$ cat src/rtl/mac_pkg.sv
// Shared types and constant helpers for the pipelined multiply-accumulate engine.
package mac_pkg;

    typedef enum logic {
        MAC_UNSIGNED = 1'b0,
        MAC_SIGNED   = 1'b1
    } mac_mode_e;

    // Control that travels alongside each product through the multiplier pipeline.
    typedef struct packed {
        logic      valid;
        logic      first;
        logic      last;
        mac_mode_e mode;
        logic      satEn;
    } mac_side_t;

    localparam int MAC_LIMIT_WIDTH = 128;
    typedef logic [MAC_LIMIT_WIDTH-1:0] mac_limit_t;

    function automatic int mac_latency(input int mulStages);
        return mulStages + 1;
    endfunction

    function automatic mac_limit_t mac_sat_max(input int width, input mac_mode_e mode);
        mac_limit_t one;
        one = mac_limit_t'(1);
        if (mode == MAC_SIGNED) begin
            return (one << (width - 1)) - one;
        end
        return (one << width) - one;
    endfunction

    // Signed minimum is the all-ones pattern shifted up; truncation leaves 100..0.
    function automatic mac_limit_t mac_sat_min(input int width, input mac_mode_e mode);
        mac_limit_t allOnes;
        allOnes = ~mac_limit_t'(0);
        if (mode == MAC_SIGNED) begin
            return allOnes << (width - 1);
        end
        return '0;
    endfunction

endpackage

$ cat src/rtl/mac_mult_pipe.sv
// Input register followed by MUL_STAGES product registers, with a sideband of
// per-sample control carried in lockstep with the product.
module mac_mult_pipe
    import mac_pkg::*;
#(
    parameter int DATA_WIDTH = 8,
    parameter int MUL_STAGES = 2
) (
    input  logic                    clk,
    input  logic                    aclr,
    input  logic                    clken_i,
    input  logic                    valid_i,
    input  logic                    first_i,
    input  logic                    last_i,
    input  mac_mode_e               mode_i,
    input  logic                    satEn_i,
    input  logic [DATA_WIDTH-1:0]   dataA_i,
    input  logic [DATA_WIDTH-1:0]   dataB_i,
    output logic [2*DATA_WIDTH-1:0] prod_o,
    output mac_side_t               side_o
);

    localparam int PW = 2 * DATA_WIDTH;

    logic [DATA_WIDTH-1:0] opA_q;
    logic [DATA_WIDTH-1:0] opB_q;
    mac_side_t             side_q;
    mac_side_t             side_d;

    logic signed [PW-1:0]  prodSigned;
    logic        [PW-1:0]  prodUnsigned;
    logic        [PW-1:0]  prod_d;

    logic [PW-1:0] prod_q  [MUL_STAGES];
    mac_side_t     pside_q [MUL_STAGES];

    always_comb begin
        side_d.valid = valid_i;
        side_d.first = first_i;
        side_d.last  = last_i;
        side_d.mode  = mode_i;
        side_d.satEn = satEn_i;
    end

    always_ff @(posedge clk or posedge aclr) begin
        if (aclr) begin
            opA_q  <= '0;
            opB_q  <= '0;
            side_q <= '0;
        end else if (clken_i) begin
            opA_q  <= dataA_i;
            opB_q  <= dataB_i;
            side_q <= side_d;
        end
    end

    // Operands are widened to the full product width first so the low PW bits
    // of the multiply are exact in either mode.
    always_comb begin
        prodSigned   = PW'($signed(opA_q)) * PW'($signed(opB_q));
        prodUnsigned = PW'(opA_q) * PW'(opB_q);
        prod_d       = (side_q.mode == MAC_SIGNED) ? prodSigned : prodUnsigned;
    end

    always_ff @(posedge clk or posedge aclr) begin
        if (aclr) begin
            for (int i = 0; i < MUL_STAGES; i++) begin
                prod_q[i]  <= '0;
                pside_q[i] <= '0;
            end
        end else if (clken_i) begin
            prod_q[0]  <= prod_d;
            pside_q[0] <= side_q;
            for (int i = 1; i < MUL_STAGES; i++) begin
                prod_q[i]  <= prod_q[i-1];
                pside_q[i] <= pside_q[i-1];
            end
        end
    end

    assign prod_o = prod_q[MUL_STAGES-1];
    assign side_o = pside_q[MUL_STAGES-1];

endmodule

$ cat src/rtl/mac_accum_pipe.sv
// Pipelined multiply-accumulate engine: framed accumulation with per-sample
// signed/unsigned mode, saturate-or-wrap overflow handling and a result strobe.
module mac_accum_pipe
    import mac_pkg::*;
#(
    parameter int DATA_WIDTH = 8,
    parameter int ACC_WIDTH  = 24,
    parameter int MUL_STAGES = 2
) (
    input  logic                  clk,
    input  logic                  aclr,
    input  logic                  clken,
    input  logic                  in_valid,
    input  logic                  in_first,
    input  logic                  in_last,
    input  logic                  signed_mode,
    input  logic                  sat_en,
    input  logic [DATA_WIDTH-1:0] dataa,
    input  logic [DATA_WIDTH-1:0] datab,
    output logic [ACC_WIDTH-1:0]  acc_out,
    output logic                  out_valid,
    output logic                  overflow
);

    if (DATA_WIDTH < 2 || DATA_WIDTH > 32) begin : g_bad_data_width
        $error("mac_accum_pipe: DATA_WIDTH must be in 2..32");
    end
    if (ACC_WIDTH < 2 * DATA_WIDTH || ACC_WIDTH >= MAC_LIMIT_WIDTH) begin : g_bad_acc_width
        $error("mac_accum_pipe: ACC_WIDTH must be at least 2*DATA_WIDTH");
    end
    if (MUL_STAGES < 1 || MUL_STAGES > 4) begin : g_bad_mul_stages
        $error("mac_accum_pipe: MUL_STAGES must be in 1..4");
    end

    localparam int PW = 2 * DATA_WIDTH;
    localparam logic [ACC_WIDTH-1:0] SAT_MAX_U = ACC_WIDTH'(mac_sat_max(ACC_WIDTH, MAC_UNSIGNED));
    localparam logic [ACC_WIDTH-1:0] SAT_MAX_S = ACC_WIDTH'(mac_sat_max(ACC_WIDTH, MAC_SIGNED));
    localparam logic [ACC_WIDTH-1:0] SAT_MIN_S = ACC_WIDTH'(mac_sat_min(ACC_WIDTH, MAC_SIGNED));

    logic [PW-1:0]        prod;
    mac_side_t            side;

    logic [ACC_WIDTH-1:0] acc_q;
    logic [ACC_WIDTH-1:0] acc_d;
    logic                 overflow_q;
    logic                 overflow_d;
    logic                 outValid_q;
    logic                 outValid_d;

    logic [ACC_WIDTH-1:0] prodExt;
    logic [ACC_WIDTH:0]   sumFull;
    logic [ACC_WIDTH-1:0] sum;
    logic                 sumOvf;
    logic [ACC_WIDTH-1:0] satValue;

    mac_mult_pipe #(
        .DATA_WIDTH(DATA_WIDTH),
        .MUL_STAGES(MUL_STAGES)
    ) u_mult (
        .clk     (clk),
        .aclr    (aclr),
        .clken_i (clken),
        .valid_i (in_valid),
        .first_i (in_first),
        .last_i  (in_last),
        .mode_i  (mac_mode_e'(signed_mode)),
        .satEn_i (sat_en),
        .dataA_i (dataa),
        .dataB_i (datab),
        .prod_o  (prod),
        .side_o  (side)
    );

    // Signed overflow: both addends share a sign that the sum does not; the
    // addend sign then gives the clamp direction.
    always_comb begin
        if (side.mode == MAC_SIGNED) begin
            prodExt = ACC_WIDTH'($signed(prod));
        end else begin
            prodExt = ACC_WIDTH'(prod);
        end

        sumFull = {1'b0, acc_q} + {1'b0, prodExt};
        sum     = sumFull[ACC_WIDTH-1:0];

        if (side.mode == MAC_SIGNED) begin
            sumOvf   = (acc_q[ACC_WIDTH-1] == prodExt[ACC_WIDTH-1]) &&
                       (sum[ACC_WIDTH-1] != acc_q[ACC_WIDTH-1]);
            satValue = prodExt[ACC_WIDTH-1] ? SAT_MIN_S : SAT_MAX_S;
        end else begin
            sumOvf   = sumFull[ACC_WIDTH];
            satValue = SAT_MAX_U;
        end
    end

    always_comb begin
        acc_d      = acc_q;
        overflow_d = overflow_q;
        outValid_d = 1'b0;
        if (side.valid) begin
            outValid_d = side.last;
            if (side.first) begin
                acc_d      = prodExt;
                overflow_d = 1'b0;
            end else if (sumOvf) begin
                overflow_d = 1'b1;
                acc_d      = side.satEn ? satValue : sum;
            end else begin
                acc_d      = sum;
            end
        end
    end

    always_ff @(posedge clk or posedge aclr) begin
        if (aclr) begin
            acc_q      <= '0;
            overflow_q <= 1'b0;
            outValid_q <= 1'b0;
        end else if (clken) begin
            acc_q      <= acc_d;
            overflow_q <= overflow_d;
            outValid_q <= outValid_d;
        end
    end

    assign acc_out   = acc_q;
    assign overflow  = overflow_q;
    assign out_valid = outValid_q;

endmodule
$ cat config.mk
export PLATFORM = sky130hd
export DESIGN_NAME = mac_accum_pipe
export DESIGN_NICKNAME = d
export VERILOG_FILES = /design/src/rtl/mac_pkg.sv /design/src/rtl/mac_mult_pipe.sv /design/src/rtl/mac_accum_pipe.sv
export SDC_FILE = /design/constraint.sdc
export NUM_CORES = 1
export LEC_CHECK = 0
export ABC_AREA = 1
export CAP_MARGIN = 20
export CORE_MARGIN = 10
export CORE_UTILIZATION = 56
export CTS_BUF_LIST = sky130_fd_sc_hd__clkbuf_4
export DETAILED_ROUTE_END_ITERATION = 10
export PLACE_DENSITY_LB_ADDON = 0.25
export RECOVER_POWER = 50
export REMOVE_ABC_BUFFERS = 1
export SKIP_CTS_REPAIR_TIMING = 1
export SLEW_MARGIN = 20
export SYNTH_ARGS = -nofsm -noshare
export SYNTH_HDL_FRONTEND = slang
export SYNTH_SLANG_ARGS = --single-unit
$ cat constraint.sdc
create_clock -name clk -period 8 [get_ports clk]
set_input_delay 1.2 -clock clk [delete_from_list [all_inputs] [get_ports clk]]
set_output_delay 1.2 -clock clk [all_outputs]
set_load 0.005 [all_outputs]
==> flow_summary_export.csv, run 1 <==
group,metric,value,unit
outcome,status,"finished, violations left",
outcome,violations,"max-capacitance violations, max-slew violations",
logic_synthesis,post_synth_num_cell_types,39,
clocking,clk_pin_slew,170,ps
critical_path,r2r-end,"u_mult.prod_q[30]$_DFFE_PP0P_",
placed_design,place_area,0.0108,sq mm
power,power.internal,1.70,mW
layout,areaGrowthSynthToFinish,7.15,%
logic_synthesis,synth_warnings,0,
power,power_switching,1.85,mW
logic_synthesis,synth_area,0.0102,sq mm
global_routing,grt_pass1_wl,43.2,mm
global_routing,antenna_found_initial,1,
logic_synthesis,synth-seq-area-share,0.218,
critical_path,r2r_cells,18,
logic_synthesis,synthMuxAreaShare,0,
sta,period_minus_slack,5150,ps
logic_synthesis,yosysTopAreaCell,"dfrtp_1",
worst_hold_path,hold_start,"u_mult.prod_q[25]$_DFFE_PP0P_",
sta,rsz0062_at_grt,"false",
routing,drc,0,
placed_design,io_buffers,49,
clocking,clk_latency,500,ps
logic_synthesis,synthTopCellsByArea,"dfrtp_1 (22%), nand2_1 (17%), fa_1 (17%)",
sta,setup_viol,0,
logic_synthesis,async_reset_ff_frac,1.00,
floorplan,die_w,155,um
routing,ant_nets,0,
sta,hold_viol,0,
layout,final_cell_mix,"nand2_1 (475), inv_1 (319), dfrtp_1 (89)",
worst_hold_path,holdPathStages,2,
sta,hold_ws,477,ps
sta,tightest_slew,3260,ps
sta,skew,29.2,ps
global_routing,grtUsageTotal,0.217,
logic_synthesis,synth_area_per_cell,6.90,sq um
power,netSwitchingFraction,0.522,
routing,firstDrtPassIters,5,
routing,wl_per_cell,14.4,um
sta,slew_headroom,-1.17,
critical_path,end_kind,"asynchronous set/reset pin",
power,p_per_area,324,mW/mm^2
critical_path,cp_cell_sequence,"dlygate4sd3_1 > clkinvlp_2 > clkbuf_1",
clocking,clkSinkCount,89,
global_routing,grt_pass1_vias,9155,
sta,setup_ws,2850,ps
critical_path,max_stage_delay,2370,ps
layout,drive_above_1_share,0.0313,
layout,final_cell_area,0.0109,sq mm
placed_design,place_inst,1714,
clocking,cts.htree.levels,3,
power,seq_power_share,0.202,
placed_design,place_ws,3190,ps
logic_synthesis,synth-main-ff-cell,"dfrtp_1",
critical_path,r2r-start,"u_mult.opB_q[7]$_DFFE_PP0P_",
critical_path,start_kind,"input port",
clocking,ctsRootBufferMaster,"clkbuf_4",
worst_hold_path,min_to,"u_mult.prod_o[9]$_DFFE_PP0P_",
critical_path,critPathKind,"input port to asynchronous set/reset pin",
sta,min_period_over_period,0.644,
critical_path,path_buf_inv,3,
power,power.leakage,6.39,nW
run,maxCapViolCount,3,
clocking,numCtsBuffers,9,
sta,finalSetupTns,0,ps
logic_synthesis,synthSimpleGateAreaFrac,0.275,
layout,fin_cells,1731,
logic_synthesis,synth_seq_cells,89,
power,total_power,3.55,mW
floorplan,num_rows,49,
critical_path,worstPathMaxFanout,61,
power,worst_ir_drop_vdd,0.190,mV
logic_synthesis,synth_edf_count,0,
routing,drt-initial-drc-count,375,
placed_design,dpl.hpwl,20.2,mm
logic_synthesis,synth.top_cell.area_share,0.218,
layout,final_common_cell,"nand2_1",
critical_path,cp_top_family,"buffers and inverters",
floorplan,io-pin-count,50,
global_routing,overflow,0,
clocking,cts.path.max_buffers,2,
routing,post_drt_via_cell_ratio,5.12,
placed_design,gp_congestion,0.949,
power,combPwrFrac,0.718,
global_routing,grt_max_degree,80,
logic_synthesis,syn_inst,1480,
sta,finalMaxSlewViolations,172,
worst_hold_path,hp-class,"flop to flop",
critical_path,rrSetupSlack,3090,ps
critical_path,crit_arrival,5050,ps
logic_synthesis,synth_top_family_by_area,"simple AND/OR/NAND/NOR gates",
floorplan,die_y,155,um
logic_synthesis,synthAdderAreaFrac,0.269,
floorplan,core,0.0180,sq mm
critical_path,required,7900,ps
sta,max_freq,194,MHz
layout,post-route-util,0.609,
floorplan,initial_core_util,0.569,
critical_path,slowest_stage,"clkbuf_1",
logic_synthesis,synth_compound_area_frac,0.0779,
clocking,cts_tree,"done",
power,clockPowerShare,0.080,
layout,nets,1688,
floorplan,die_area,0.0240,sq mm
logic_synthesis,synthXorXnorAreaFrac,0.0189,
routing,vias,8862,
routing,drt-total-wl,25.0,mm
-- worst max path at each step --
stage / start / end / slack, ps / depth (start not counted)
2_1_floorplan: u_mult.opB_q[7]$_DFFE_PP0P_ / u_mult.prod_q[30]$_DFFE_PP0P_ / 3590 / 18
3_3_place_gp: u_mult.opB_q[7]$_DFFE_PP0P_ / u_mult.prod_q[30]$_DFFE_PP0P_ / 3280 / 18
3_5_place_dp: u_mult.opB_q[7]$_DFFE_PP0P_ / u_mult.prod_q[30]$_DFFE_PP0P_ / 3190 / 18
4_1_cts: u_mult.opB_q[7]$_DFFE_PP0P_ / u_mult.prod_q[30]$_DFFE_PP0P_ / 3160 / 18
5_1_grt: aclr / u_mult.side_q[1]$_DFFE_PP0P_ / 2080 / 3
6_report: aclr / u_mult.prod_q[25]$_DFFE_PP0P_ / 2850 / 3
-- worst reg2reg max path, delay by kind of cell (launching register included) --
| kind | cells | cell delay, ps |
|---|---|---|
| fa+ha+maj | 5 | 2370 |
| compound gates | 2 | 140 |
| simple gates | 8 | 1160 |
| flops | 1 | 550 |
| buf+inv | 3 | 450 |
-- cell usage after synthesis (2+ instances only) --
library cell and instances:
a211oi_1 2, a21o_1 2, a21oi_1 65, a21oi_2 2, a31oi_1 9, and2_1 10
buf_2 3, buf_4 2, clkbuf_1 43, clkinv_1 3, dfrtp_1 89, fa_1 86
ha_1 82, inv_1 320, nand2_1 475, nand2_2 6, nand3_1 88, nand3_2 2
nand3b_1 6, nand4_1 8, nor2_1 66, nor2_2 2, nor3_1 2, o21ai_0 63
or2_2 10, xnor2_1 9, xor2_1 13
-- area by class of cell --
| cell class | count | area [sq um] |
|---|---|---|
| Clock inverter | 7 | 77.6 |
| Timing Repair Buffer | 55 | 518 |
| Inverter | 324 | 1220 |
| Antenna cell | 1 | 2.50 |
| Multi-Input combinational cell | 1017 | 6550 |
| Sequential cell | 89 | 2230 |
| Fill cell | 1760 | 7020 |
| Clock buffer | 9 | 67.6 |
| Tap cell | 229 | 287 |
-- per-layer routing --
layer  global-route usage  part of all wire  vias to the layer above
li1                     -                 -                     4497
met1                0.252              0.42                     4162
met2                0.396              0.52                      150
met3               0.0248             0.033                       53
met4               0.0855             0.027                        0
met5                    0                 0                        -
-- registers in the layout, summed over array words and instances, names as in the netlist --
signal and flops:
acc_out 24, out_valid 1, overflow 1, u_mult.opA_q 8, u_mult.opB_q 8, u_mult.prod_o 16, u_mult.prod_q 16, u_mult.pside_q 5
u_mult.side_o 5, u_mult.side_q 5
-- power by group through the flow --
stage	combinational [mW]	clock (mW)	sequential (mW)
after detailed placement	2.54	0	0.726
final	2.55	0.285	0.717
after floorplan	1.92	0	0.690
after global routing	2.97	0.304	0.735
after global placement	2.49	0	0.722
after CTS	2.56	0.291	0.716
-- logic make-up (layout without fill, tap and decap cells) --
family                     Yosys count  after routing
AOI/OAI and AO/OA                  149            149
xor gates and xnor gates            22             22
DFF                                 89             89
buffers and inverters              374            395
adders and majority gates          168            168
and+or+nand+nor                    678            678
other                                0              1
No activity file was read; power rests on OpenSTA's default activity.
==> run 2: changes to the inputs <==
==> constraint.sdc (replaced) <==
create_clock -name clk -period 5.35 [get_ports clk]
set_input_delay 0.8025 -clock clk [delete_from_list [all_inputs] [get_ports clk]]
set_output_delay 0.8025 -clock clk [all_outputs]
set_load 0.005 [all_outputs]
==> flow_summary_export.csv, run 2 (synthesis results as in run 1) <==
group,metric,value,unit
outcome,status,"finished, violations left",
run,maxCapViolCount,3,
global_routing,grt_pass1_vias,8808,
routing,post_drt_via_cell_ratio,5.07,
clocking,clk_latency,510,ps
clocking,ctsRootBufferMaster,"clkbuf_4",
layout,post-route-util,0.612,
floorplan,io-pin-count,50,
clocking,numCtsBuffers,9,
placed_design,dpl.hpwl,19.6,mm
critical_path,worstPathMaxFanout,10,
floorplan,initial_core_util,0.569,
layout,final_cell_mix,"nand2_1 (475), inv_1 (319), dfrtp_1 (89)",
layout,final_common_cell,"nand2_1",
layout,areaGrowthSynthToFinish,7.54,%
sta,slew_headroom,-0.626,
placed_design,gp_congestion,0.967,
sta,skew,29.9,ps
clocking,clkSinkCount,89,
layout,largest_reg_flops,24,
routing,drt-initial-drc-count,389,
critical_path,critPathKind,"flop to flop",
power,power.leakage,6.42,nW
routing,wl_per_cell,14.2,um
floorplan,num_rows,49,
sta,rsz0062_at_grt,"false",
sta,setup_viol,0,
sta,hold_ws,466,ps
floorplan,die_y,155,um
floorplan,die_area,0.0240,sq mm
global_routing,grt_pass1_wl,42.3,mm
sta,tightest_slew,2430,ps
global_routing,antenna_found_initial,1,
floorplan,die_w,155,um
routing,ant_nets,0,
sta,period_minus_slack,4850,ps
sta,finalMaxSlewViolations,129,
critical_path,start_kind,"flop",
outcome,violations,"max-capacitance violations, max-slew violations",
power,p_per_area,488,mW/mm^2
clocking,clk_pin_slew,170,ps
critical_path,end_kind,"flop",
sta,hold_viol,0,
routing,drt-total-wl,24.6,mm
clocking,cts.htree.levels,3,
routing,vias,8778,
sta,max_freq,206,MHz
layout,drive_above_1_share,0.0326,
floorplan,core,0.0180,sq mm
clocking,cts_tree,"done",
global_routing,overflow,0,
placed_design,io_buffers,49,
global_routing,grt_max_degree,72,
sta,min_period_over_period,0.906,
worst_hold_path,hp-class,"flop to flop",
routing,drc,0,
power,worst_ir_drop_vdd,0.304,mV
critical_path,crit_arrival,5200,ps
global_routing,grtUsageTotal,0.212,
clocking,cts.path.max_buffers,2,
routing,firstDrtPassIters,5,
sta,finalSetupTns,0,ps
critical_path,required,5710,ps
layout,nets,1690,
[run 2: cell types whose count changed in the layout (fill, tap and decap cells not counted)]
cell | previous run | this run
dlygate4sd3_1 | 3 | 2
clkinv_4 | 2 | 1
clkinv_1 | 3 | 4
bufinv_16 | 1 | 2
inv_8 | 0 | 1
clkinvlp_4 | 1 | 0
clkbuf_1 | 4 | 3
clkdlybuf4s50_1 | 45 | 46
buf_4 | 3 | 5
clkinv_2 | 1 | 0
buf_2 | 0 | 1
[run 2: through the flow]
stage / setup slack, ps / instance area, sq um / std cells / power (mW)
floorplan: 940 / 9990 / 1430 / 3.91
global placement: 619 / 10800 / 1716 / 4.79
detailed placement: 544 / 10800 / 1716 / 4.89
CTS: 499 / 11000 / 1732 / 5.39
global route: 127 / 11000 / 1733 / 6.04
finish: 500 / 11000 / 1733 / 5.36
[run 2: path summary, 6_finish.rpt]
path                                          startpoint                            end  slack [ps]  cells after the start
max                          u_mult.opB_q[7]$_DFFE_PP0P_  u_mult.prod_q[30]$_DFFE_PP0P_         500                     18
min                        u_mult.prod_q[30]$_DFFE_PP0P_  u_mult.prod_o[14]$_DFFE_PP0P_         470                      2
max reg2reg                  u_mult.opB_q[7]$_DFFE_PP0P_  u_mult.prod_q[30]$_DFFE_PP0P_         500                     18
min reg2reg                u_mult.prod_q[30]$_DFFE_PP0P_  u_mult.prod_o[14]$_DFFE_PP0P_         470                      2
max in group asynchronous                           aclr  u_mult.prod_q[31]$_DFFE_PP0P_        1260                      3
min in group asynchronous                           aclr         acc_out[0]$_DFFE_PP0P_        1390                      2
[run 2: final cells by class]
class                   instances  area [sq um]
fillers                      1732          6980
multi-input cells            1017          6550
flip-flops and latches         89          2230
inverters                     324          1220
repair buffers                 57           534
well taps                     229           287
clock inverters                 7           101
clock buffers                   9          67.6
diodes                          1          2.50
[run 2: critical path, cell delays in order (launching register included)]
cell and delay [ps]:
dfrtp_1 560, clkinv_1 340, nor2_1 240, fa_1 440
fa_1 510, fa_1 550, inv_1 50, fa_1 520
inv_1 40, ha_1 340, nand2_1 90, or2_2 290
nand3_1 100, nand2_1 80, nand2_1 60, a21oi_1 60
or2_2 270, nand3_1 70, a31oi_1 90
[run 2: power breakdown]
part | switching (mW) | internal [mW]
logic | 2.29 | 1.52
clock network | 0.284 | 0.195
registers | 0.194 | 0.874
total | 2.77 | 2.59
[run 2: layer usage]
metal / global-route usage / part of all wire
met5: 0 / 0
met4: 0.0850 / 0.026
met3: 0.0243 / 0.037
met2: 0.386 / 0.52
met1: 0.248 / 0.42
